[config.mk]
export PLATFORM = sky130hd
export DESIGN_NAME = div_result_stage
export DESIGN_NICKNAME = d
export VERILOG_FILES = /design/src/rtl/div_result_stage.sv
export SDC_FILE = /design/constraint.sdc
export NUM_CORES = 1
export LEC_CHECK = 0
export CAP_MARGIN = 10
export CORE_MARGIN = 1.5
export CORE_UTILIZATION = 53
export CTS_BUF_LIST = sky130_fd_sc_hd__clkbuf_8
export DETAILED_ROUTE_END_ITERATION = 10
export GPL_TIMING_DRIVEN = 0
export PLACE_DENSITY = 0.82
export SETUP_SLACK_MARGIN = 0.2
export SKIP_CTS_REPAIR_TIMING = 1
export SYNTH_ARGS = -nofsm -noshare
export SYNTH_HDL_FRONTEND = slang
export SYNTH_SLANG_ARGS = --single-unit
[constraint.sdc]
create_clock -name clk -period 2.7 [get_ports clk]
set_clock_uncertainty 0.15 [all_clocks]
set_input_delay 0.405 -clock clk [delete_from_list [all_inputs] [get_ports clk]]
set_output_delay 0.405 -clock clk [all_outputs]
set_load 0.02 [all_outputs]
[src/rtl/div_result_stage.sv]
// Registered result stage behind the non-restoring divider array.
// It classifies each result (divide-by-zero, overflow, residue check), queues it in a small FIFO and counts residue errors.
module div_result_stage #(
  parameter int unsigned DEPTH = 2,
  parameter int unsigned CNT_W = 8
) (
  input  logic             clk,
  input  logic             rst_n,
  input  logic             in_valid,
  output logic             in_ready,
  input  logic [3:0]       in_dividend,
  input  logic [1:0]       in_divisor,
  input  logic [2:0]       in_q,
  input  logic [4:0]       in_r,
  output logic             out_valid,
  input  logic             out_ready,
  output logic [2:0]       out_q,
  output logic [4:0]       out_r,
  output logic             out_dz,
  output logic             out_ovf,
  output logic             out_err,
  output logic [CNT_W-1:0] err_cnt,
  input  logic             clr_cnt
);

  localparam int unsigned PTR_W = (DEPTH > 2) ? 2 : 1;
  localparam int unsigned OCC_W = PTR_W + 1;

  typedef struct packed {
    logic [2:0] q;
    logic [4:0] r;
    logic       dz;
    logic       ovf;
    logic       err;
  } entry_t;

  entry_t           mem [DEPTH];
  logic [PTR_W-1:0] wr_ptr;
  logic [PTR_W-1:0] rd_ptr;
  logic [OCC_W-1:0] count;

  logic             push_c;
  logic             pop_c;
  logic             dz_c;
  logic             ovf_c;
  logic [5:0]       prod_sum_c;
  entry_t           new_c;

  // Handshake flags depend on the occupancy register only
  assign in_ready  = (count != OCC_W'(DEPTH));
  assign out_valid = (count != '0);
  assign push_c    = in_valid && in_ready;
  assign pop_c     = out_valid && out_ready;

  // Classify the incoming result; the residue sum q*d + r is evaluated in 6 bits
  always_comb begin
    new_c      = '0;
    dz_c       = (in_divisor == 2'd0);
    ovf_c      = !dz_c && (in_divisor == 2'd1) && in_dividend[3];
    prod_sum_c = 6'(in_q) * 6'(in_divisor) + 6'(in_r[1:0]);
    if (dz_c) begin
      new_c.q  = 3'b111;
      new_c.r  = {1'b0, in_dividend};
      new_c.dz = 1'b1;
    end else begin
      new_c.q   = in_q;
      new_c.r   = in_r;
      new_c.ovf = ovf_c;
      if (!ovf_c) begin
        new_c.err = (in_r[4:2] != 3'd0) ||
                    (in_r[1:0] >= in_divisor) ||
                    (prod_sum_c != {2'b00, in_dividend});
      end
    end
  end

  always_ff @(posedge clk or negedge rst_n) begin
    if (!rst_n) begin
      count   <= '0;
      wr_ptr  <= '0;
      rd_ptr  <= '0;
      err_cnt <= '0;
      for (int i = 0; i < int'(DEPTH); i++) begin
        mem[i] <= '0;
      end
    end else begin
      if (push_c) begin
        mem[wr_ptr] <= new_c;
        wr_ptr      <= (wr_ptr == PTR_W'(DEPTH - 1)) ? '0 : wr_ptr + PTR_W'(1);
      end
      if (pop_c) begin
        rd_ptr <= (rd_ptr == PTR_W'(DEPTH - 1)) ? '0 : rd_ptr + PTR_W'(1);
      end
      case ({push_c, pop_c})
        2'b10:   count <= count + OCC_W'(1);
        2'b01:   count <= count - OCC_W'(1);
        default: count <= count;
      endcase
      // Clear wins over a same-cycle error push; the counter sticks at all-ones
      if (clr_cnt) begin
        err_cnt <= '0;
      end else if (push_c && new_c.err && (err_cnt != '1)) begin
        err_cnt <= err_cnt + CNT_W'(1);
      end
    end
  end

  assign out_q   = mem[rd_ptr].q;
  assign out_r   = mem[rd_ptr].r;
  assign out_dz  = mem[rd_ptr].dz;
  assign out_ovf = mem[rd_ptr].ovf;
  assign out_err = mem[rd_ptr].err;

endmodule

Word level (Yosys, flattened, before mapping)
Index checks and enable logic that the tools add are counted.

word-level totals
  bits in registers = 34
  input bits = 19
  output and inout bits = 21

cells by class
  $add $sub $neg = 6
  $mul = 1
  order comparisons = 4
  equal/unequal tests = 6
  multiplexer cells = 15
  bitwise gates (word level) = 2
  reduce and logical (&&, ||, !) cells = 15

operators with widths
  operator             count
  $mux 11              4
  $mux 8               3
  $bwmux 22            1
  $demux 11 s1         1
  $add 8x1->8 const B  1
  $ne 8x8->1 const B   1
  $logic_and 1x1->1    7
  $add 5x2->6          1
  $ne 6x4->1           1
  $reduce_bool 2->1    3
  $mul 3x2->5          1
  $eq 2x1->1 const B   2
  $ge 2x2->1 const B   2
  $mux 1               4
  $not 1->2            2
  $pmux 2 s2           1
  $reduce_bool 3->1    1
  $add 1x1->1 const B  2
  $add 2x1->2 const B  1
  $eq 2x2->1 const B   1
  $ge 2x2->1           1
  $logic_not 2->1      1
  $logic_or 1x1->1     2
  $lt 2x1->1 const B   1
  4 further kinds      4

Depth between registers and ports, before layout
Gate-level depths: netlist (run 1).

  word-level depth = 10
  gate-level depth with buffers = 13
  depth with buffers taken out = 11

Least setup slack after synthesis (run 1)
Ideal clock, no wire load.

  kind = input -> register
  start = in in_divisor[1]
  end = reg err_cnt[4]
  setup time = 0.078 ns
  arrival = 3.047 ns
  path slack = -0.575 ns
  stages = 13
  cells stage by stage = clkbuf_1 nand2_1 fa_1 inv_1 ha_1 inv_1 fa_1 xnor2_2 xnor2_1 a41o_1 buf_4 or4_1 a21oi_1

on the way
  word-level cells in the longest chain between the ends = 9

ends and longest elaborated chain
  item                                                   RTL line  text
  from (decl)                                            12        input logic [1:0] in_divisor,
  $mul 3x2->5 or $logic_not 2->1 (tied branches)         60, 58
  $add 5x2->6 or $logic_not 1->1 (tied branches)         60, 59
  $ne 6x4->1 or $logic_and 1x1->1 (tied branches)        72, 59
  $logic_or 1x1->1 or $logic_and 1x1->1 (tied branches)  71, 59
  $mux 1                                                 69        if (!ovf_c) begin
  $mux 2 *                                               61        if (dz_c) begin
  $logic_and 1x1->1 * (2 in series)                      102       end else if (push_c && new_c.err && (err_cnt != '1)) begin
  $reduce_bool 2->1 (no line) *                          n/a
  to (signal assigned)                                   103       err_cnt <= err_cnt + CNT_W'(1);
  to (decl)                                              22        output logic [CNT_W-1:0] err_cnt,

Mark *: on every way between the ends. The rest lies on a longest branch, timed or not.
A chain may end at the register's enable or synchronous reset.

Final worst setup path (run 1)
Same ends and word-level chain as after synthesis.

==> flow_summary.json, run 1 <==
{
  "dieArea_um2": 4110,
  "fin_nets": 281,
  "synth_compound_area_frac": 0.138,
  "tightestPinTransition_ps": 741,
  "core_area_um2": 3630,
  "startpoint_type": "input pin",
  "routed_wl_um": 4470,
  "outcome": "finished, violations left",
  "post-route-min-period_ps": 2930,
  "antenna_found_initial": 0,
  "dpl.hpwl_um": 3070,
  "die_h_um": 64.1,
  "finalCritPeriodShare": 1.08,
  "yosys.area.top_type_share": 0.430,
  "grt_util_all_layers": 0.231,
  "grt_max_degree": 35,
  "final_util": 0.741,
  "maxSlewHeadroom": 0.504,
  "yosys.area_share.simple": 0.180,
  "ir_drop_mv": 0.423,
  "initialDrtViolationCount": 110,
  "syn_area_per_cell_um2": 9.85,
  "post_drt_wl_per_cell_um": 14.9,
  "ys_types": 39,
  "wl_met2_um": 2220,
  "netlist_area_um2": 1980,
  "cp-startpoint": "in_divisor[1]",
  "synth_top_family_by_area": "simple AND/OR/NAND/NOR gates",
  "yosysTopAreaCell": "dfrtp_1",
  "arrival_ps": 2990,
  "synth.area.top_cells": "dfrtp_1 43%, mux2_2 6.8%, ha_1 5.7%, nand2_1 5.3%, o21ai_0 5.3%",
  "cts.htree.levels": 2,
  "ys_seq_area_frac": 0.430,
  "required_ps": 2760,
  "place_congestion": 0.803,
  "grt_pass1_vias": 1560,
  "hold_violations": 0,
  "port_buffers": 37,
  "max_cap_violations": 0,
  "drive_above_1_share": 0.246,
  "grt_pass1_wl_um": 7300,
  "die_w_um": 64.1,
  "top_layer": "met4",
  "synth_xor_area_frac": 0.0436,
  "overflow": 0,
  "fin_area_um2": 2690,
  "synth.yosys.warnings": 0,
  "diodes": 0,
  "yosys_most_used_dff": "dfrtp_1",
  "finalSetupViolCount": 7,
  "post-route-drc-count": 0,
  "worstSetupPathType": "in -> reg",
  "fmax_mhz": 342,
  "place_area_um2": 2450,
  "num_io_pins": 40,
  "met3WireLength_um": 162,
  "synth_mux_area_frac": 0.0885,
  "cts_tree": "built",
  "critPathMaxFanout": 5,
  "syn-instance-count": 201,
  "drt_pass1_iterations": 4,
  "drt.antenna.violating_nets": 0,
  "async_flop_share": 1.00,
  "final_common_cell": "dfrtp_1",
  "syn_to_final_growth_pct": 36.0,
  "place_ws_ps": -1050,
  "cts_root_buf": "clkbuf_8",
  "synth_edf_count": 0,
  "clock-sinks": 34,
  "min_path_type": "in -> async",
  "synth_adder_area_share": 0.0771,
  "num_vias": 1628,
  "initial_utilization": 0.545,
  "clkLatencyLatePin_ps": 280,
  "wirelength_met1_um": 2020,
  "cts_buffers": 5,
  "leakagePower_nw": 1.20,
  "viasPerCell": 5.43,
  "synth_seq_cells": 34,
  "total_power_mw": 2.41,
  "rows": 22,
  "clkTransAtPathRegs_ps": 70,
  "power_density_nw_per_um2": 895,
  "syn_nets": 231,
  "violations": "setup timing",
  "rr_startpoint": "err_cnt[0]",
  "setup_ws_ps": -227,
  "slew_viol_final": 0,
  "final_cell_mix": "34 x dfrtp_1, 30 x clkdlybuf4s50_1, 26 x nand2_1, 18 x o21ai_0, 12 x mux2_2",
  "rsz0062_at_grt": "true",
  "cp-end-kind": "flop",
  "clockBufferDepth": 2
}
-- metal layers --
layer,up-vias,GRT usage
li1,801,-
met1,778,0.313
met2,41,0.353
met3,8,0.0651
met4,0,0.0851
met5,-,0
-- metrics by stage --
step	hold slack, ps	instances	setup TNS, ps
after floorplan	-40.6	201	-1390
after global placement	306	286	-8330
after detailed placement	316	286	-8730
after CTS	49.6	294	-5850
after global routing	96.9	300	-1650
final	31.9	300	-894
-- cells in the mapped netlist (2+ instances only) --
cell type	instances
and2_1	5
xor2_1	4
buf_1	2
mux2_2	12
and3_1	2
and4_1	2
clkbuf_1	5
nand2_1	28
mux2i_1	4
o21ai_0	21
dfrtp_1	34
a21oi_1	10
nor2_1	8
fa_1	2
inv_1	11
or4_1	3
o31ai_1	5
ha_1	9
or3_1	3
nand4_1	2
a31o_1	2
nand3_1	6
or2_2	2
xnor2_1	4
-- cell type report --
type	count	area (um2)
repair buffers	43	432
clock buffers	8	110
well taps	48	60.1
fillers	271	941
flip-flops and latches	34	851
plain buffers	9	71.3
inverters	11	41.3
multi-input cells	147	1130
-- state kept, by name (all words and copies together) (netlist names) --
register and flops:
mem 22, err_cnt 8, count 2, rd_ptr 1, wr_ptr 1
-- where the power goes --
part | internal [mW] | total (mW) | switching (mW)
clock network | 0.257 | 0.436 | 0.179
registers | 0.703 | 0.817 | 0.113
logic | 0.568 | 1.16 | 0.588
total | 1.53 | 2.41 | 0.881
-- worst max-delay path, cell delays in order --
cell and delay (ps):
clkbuf_16 110, nand2_4 40, fa_1 440, inv_1 70, ha_2 190, inv_2 40, fa_2 530, xnor2_2 110
nor2_2 80, a41o_1 280, buf_6 140, or4_1 390, a21oi_1 160
-- cell families after synthesis --
| group | count (synthesis) |
|---|---|
| xor+xnor | 9 |
| fa+ha+maj | 11 |
| flops | 34 |
| simple gates | 68 |
| mux | 16 |
| buf+inv | 20 |
| compound gates | 43 |
-- path summary, 6_finish.rpt --
kind                               to  slack, ps  cells after the start
setup / recovery           err_cnt[4]       -230                     13
hold / removal                mem[20]         30                      1
setup reg to reg           err_cnt[4]        420                      7
hold reg to reg               mem[18]        330                      2
max in group asynchronous      mem[3]       1900                      1
min in group clk              mem[12]        260                      3
(Power assumes the default switching activity.)
==> inputs of run 2 (changes only) <==
HOLD_SLACK_MARGIN = 0.02   (was unset)
clock period = 3.1 ns   (was 2.7 ns; I/O delays follow)
==> run 2 against run 1 <==
Compared with the run above: the run now ends clean; power decreased by 16%; core utilization fell by 1.8 points; highest routed layer unchanged; sequential share of layout area rose by 0.77 points; via count down 0.25%; clock-buffer cell count is 2 lower; die area is the same; sequential power shrank 13%; worst setup slack improved by 250 ps; largest cell class unchanged; non-clock buffer count is 1 higher.
==> flow_summary.json, run 2 (synthesis gave the netlist of run 1 again) <==
{
  "outcome": "finished clean",
  "critPathMaxFanout": 6,
  "die_w_um": 64.1,
  "path_buf_inv": 4,
  "cp_cell_sequence": "clkbuf_16 > nand2_4 > fa_1 > inv_1 > ha_2 > inv_2 > fa_2 > xnor2_2 > nor2_2 > a41o_1 > buf_6 > or4_4 > a21oi_2",
  "drt_pass1_iterations": 4,
  "drt.antenna.violating_nets": 0,
  "clkTransAtPathRegs_ps": 70,
  "crit_slowest_cell": "fa_2",
  "post-route-drc-count": 0,
  "arrival_ps": 3130,
  "grt_pass1_vias": 1634,
  "power_switching_mw": 0.750,
  "slew_viol_final": 0,
  "ir_drop_mv": 0.285,
  "largest_reg_flops": 22,
  "fin_nets": 282,
  "min_path_type": "in -> async",
  "cts_buffers": 5,
  "clock-sinks": 34,
  "top_register": "mem",
  "drive_above_1_share": 0.229,
  "die_h_um": 64.1,
  "worst_r2r_endpoint": "err_cnt[4]",
  "grt_max_degree": 35,
  "cts_tree": "built",
  "crit_family": "adder cells",
  "clkPwrFrac": 0.161,
  "tightestPinTransition_ps": 750,
  "num_io_pins": 40,
  "post_drt_wl_per_cell_um": 14.9,
  "comb_power_share": 0.488,
  "fin_area_um2": 2630,
  "num_vias": 1624,
  "cpPeakStageDelay_ps": 540,
  "grt_pass1_wl_um": 7470,
  "port_buffers": 37,
  "final_common_cell": "dfrtp_1",
  "initial_utilization": 0.545,
  "initialDrtViolationCount": 140,
  "power_density_nw_per_um2": 771,
  "grt_util_all_layers": 0.236,
  "clkLatencyLatePin_ps": 280,
  "top_regs": "mem (22), err_cnt (8), count (2)",
  "total_power_mw": 2.03,
  "place_ws_ps": -698,
  "routed_wl_um": 4470,
  "leakagePower_nw": 1.19,
  "setup_ws_ps": 23.5,
  "post-route-min-period_ps": 3080,
  "n_fill_cell": 272,
  "place_area_um2": 2450,
  "final_cell_mix": "34 x dfrtp_1, 30 x clkdlybuf4s50_1, 26 x nand2_1, 18 x o21ai_0, 12 x mux2_2",
  "cp-end-kind": "flop",
  "p_seq_frac": 0.351,
  "place_congestion": 0.799,
  "dpl.hpwl_um": 3170,
  "viasPerCell": 5.40,
  "syn_to_final_growth_pct": 32.8,
  "worstSetupPathType": "in -> reg",
  "startpoint_type": "input pin",
  "rows": 22,
  "overflow": 0,
  "p_int_mw": 1.28,
  "r2r_slack_ps": 810,
  "hold_violations": 0,
  "dieArea_um2": 4110,
  "rr_startpoint": "err_cnt[0]",
  "finalSetupViolCount": 0,
  "rsz0062_at_grt": "true",
  "finalCritPeriodShare": 0.992,
  "cts.htree.levels": 2,
  "r2r_cells": 7,
  "max_cap_violations": 0,
  "cts_root_buf": "clkbuf_8",
  "swShare": 0.370,
  "antenna_found_initial": 0,
  "fmax_mhz": 325,
  "required_ps": 3150,
  "clockBufferDepth": 2,
  "core_area_um2": 3630,
  "maxSlewHeadroom": 0.500,
  "diodes": 0
}
[run 2: metal layers]
layer	global-route usage	part of all wire	wire (um)
met5	0	0	0
met4	0.0691	0.0069	31
met3	0.0599	0.037	166
met2	0.383	0.51	2270
met1	0.314	0.45	2010
[run 2: power groups by stage]
stage	combinational (mW)	sequential, mW	clock [mW]
after floorplan	0.624	0.694	0
after global placement	0.944	0.708	0
after detailed placement	0.966	0.720	0
after CTS	0.972	0.712	0.332
after global routing	1.08	0.740	0.358
final	0.988	0.711	0.327
[run 2: worst max path at each step]
stage / start / to / cells after the start
finish: in_divisor[1] / err_cnt[4] / 13
floorplan: in_divisor[1] / err_cnt[4] / 13
global placement: in_divisor[0] / err_cnt[4] / 13
global route: in_q[1] / err_cnt[4] / 13
detailed placement: in_divisor[0] / err_cnt[2] / 13
CTS: in_divisor[0] / err_cnt[2] / 13
[run 2: area by class of cell]
| cell class | instances | area [um2] | area share |
|---|---|---|---|
| clock inverter | 2 | 8.76 | 0.00333 |
| clock buffer | 6 | 82.6 | 0.0314 |
| tap | 48 | 60.1 | 0.0228 |
| sequential | 34 | 851 | 0.324 |
| inverter | 11 | 41.3 | 0.0157 |
| buffer | 9 | 70.1 | 0.0267 |
| multi-input combinational | 147 | 1090 | 0.416 |
| timing repair buffer | 44 | 422 | 0.160 |
[run 2: worst register-to-register path, stage by stage (launching register included)]
cell and delay (ps):
dfrtp_1 430, ha_1 250, and3_1 190, and3_4 180, or2_4 230, buf_6 140
or4_4 480, a21oi_2 170
[run 2: through the flow]
| stage | std cells | TNS [ps] | util | hold WS [ps] |
|---|---|---|---|---|
| after CTS | 294 | -2520 | 0.699 | 120 |
| after global routing | 301 | -52.4 | 0.723 | 141 |
| after detailed placement | 286 | -5320 | 0.674 | 315 |
| final | 301 | 0 | 0.723 | 96.5 |
| after global placement | 286 | -5200 | 0.676 | 305 |
| after floorplan | 201 | 0 | - | 19.4 |
==> inputs of run 3 (changes only) <==
CORE_UTILIZATION = 25   (was 53)
PLACE_DENSITY = unset   (was 0.82)
==> run 3 against run 2 <==
Compared with the run above: register-to-register slack better by 60 ps; clock-buffer cell count is 1 lower; die area is 110% higher; via count is 2.2% lower; global-route usage is 12 points lower; power is 0.64% lower; critical path depth stayed put; non-clock buffer count is 2 lower; hold slack worse by 2.5 ps; combinational power is 1% higher; worst setup slack better by 25 ps; critical path type unchanged; critical endpoint unchanged; largest cell class unchanged.
==> flow_summary.json, run 3 (synthesis gave the netlist of run 1 again) <==
{
  "outcome": "finished clean",
  "num_io_pins": 40,
  "routed_wl_um": 4650,
  "final_cell_mix": "34 x dfrtp_1, 30 x clkdlybuf4s50_1, 26 x nand2_1, 18 x o21ai_0, 12 x mux2_2",
  "dpl.hpwl_um": 3420,
  "place_area_um2": 2520,
  "cp-end-kind": "flop",
  "drive_above_1_share": 0.212,
  "die_h_um": 92.0,
  "grt_max_degree": 35,
  "critPathMaxFanout": 6,
  "worstSetupPathType": "in -> reg",
  "grt_pass1_wl_um": 7530,
  "clock-sinks": 34,
  "fmax_mhz": 328,
  "hold_slack_ps": 94.0,
  "final_common_cell": "dfrtp_1",
  "r2r_slack_ps": 870,
  "required_ps": 3160,
  "tightestPinTransition_ps": 749,
  "max_cap_violations": 0,
  "port_buffers": 37,
  "cts.htree.levels": 2,
  "core_area_um2": 7690,
  "initial_utilization": 0.257,
  "diodes": 0,
  "cts_tree": "built",
  "finalCritPeriodShare": 0.984,
  "syn_to_final_growth_pct": 34.4,
  "finalSetupViolCount": 0,
  "grt_util_all_layers": 0.113,
  "fin_area_um2": 2660,
  "dieArea_um2": 8460,
  "arrival_ps": 3110,
  "clkTransAtPathRegs_ps": 70,
  "fin_cells": 352,
  "cts_root_buf": "clkbuf_8",
  "ir_drop_mv": 0.173,
  "drt.antenna.violating_nets": 0,
  "leakagePower_nw": 1.17,
  "antenna_found_initial": 0,
  "viasPerCell": 4.51,
  "post-route-drc-count": 0,
  "cts_buffers": 5,
  "overflow": 0,
  "clockBufferDepth": 2,
  "top_regs": "mem (22), err_cnt (8), count (2)",
  "total_power_mw": 2.01,
  "min_path_type": "in -> async",
  "place_congestion": 0.802,
  "rows": 32,
  "rsz0062_at_grt": "true",
  "dp_cells": 340,
  "startpoint_type": "input pin",
  "maxSlewHeadroom": 0.499,
  "largest_reg_flops": 22,
  "slew_viol_final": 0,
  "setup_tns_ps": 0,
  "hold_violations": 0,
  "clkLatencyLatePin_ps": 280,
  "drt_pass1_iterations": 4,
  "die_w_um": 92.0,
  "post_drt_wl_per_cell_um": 13.2,
  "fin_nets": 280,
  "power_density_nw_per_um2": 757,
  "initialDrtViolationCount": 63,
  "grt_pass1_vias": 1501,
  "top_register": "mem",
  "num_vias": 1589,
  "post-route-min-period_ps": 3050
}
run 3: cell types whose count changed in the layout (fill, tap and decap cells not counted), sizes merged:
| cell | change |
|---|---|
| clkbuf | +2 |
| inv | -1 |
| buf | -5 |
| clkinv | +1 |
run 3: through the flow:
step                utilization  setup WS, ps
floorplan                     -          13.3
global placement          0.328          -671
detailed placement        0.327          -733
CTS                       0.338          -412
global route              0.346         -61.0
finish                    0.346          48.6
run 3: final cells by class:
cell class | instances | area, um2
inverter | 11 | 41.3
multi-input combinational | 147 | 1090
fill | 834 | 5030
clock inverter | 2 | 10.0
clock buffer | 5 | 68.8
tap | 102 | 128
timing repair buffer | 42 | 398
sequential | 34 | 851
buffer | 9 | 70.1
run 3: critical path: stages:
cell,delay (ps)
clkbuf_2,130
nand2_2,60
fa_1,430
inv_1,70
ha_2,180
inv_2,40
fa_2,580
xnor2_2,120
nor2_2,70
a41o_1,270
buf_6,130
or4_4,410
a21oi_2,140
run 3: worst paths after layout:
kind / cells past startpoint / from / end
setup / recovery: 13 / in_q[1] / err_cnt[4]
hold / removal: 1 / rst_n / err_cnt[1]
setup reg to reg: 7 / err_cnt[0] / err_cnt[4]
hold reg to reg: 2 / mem[4] / mem[4]
max in group asynchronous: 1 / rst_n / mem[21]
min in group clk: 2 / mem[4] / mem[4]
run 3: metal layers:
metal / vias to the layer above / track usage / part of all wire
li1: 799 / - / -
met1: 753 / 0.155 / 0.49
met2: 33 / 0.176 / 0.47
met3: 4 / 0.0232 / 0.033
met4: 0 / 0.0423 / 0.0097
met5: - / 0 / 0
run 3: power breakdown:
part	switching (mW)	total [mW]	internal, mW
registers	0.0929	0.705	0.612
clock network	0.159	0.310	0.151
logic	0.512	0.998	0.487
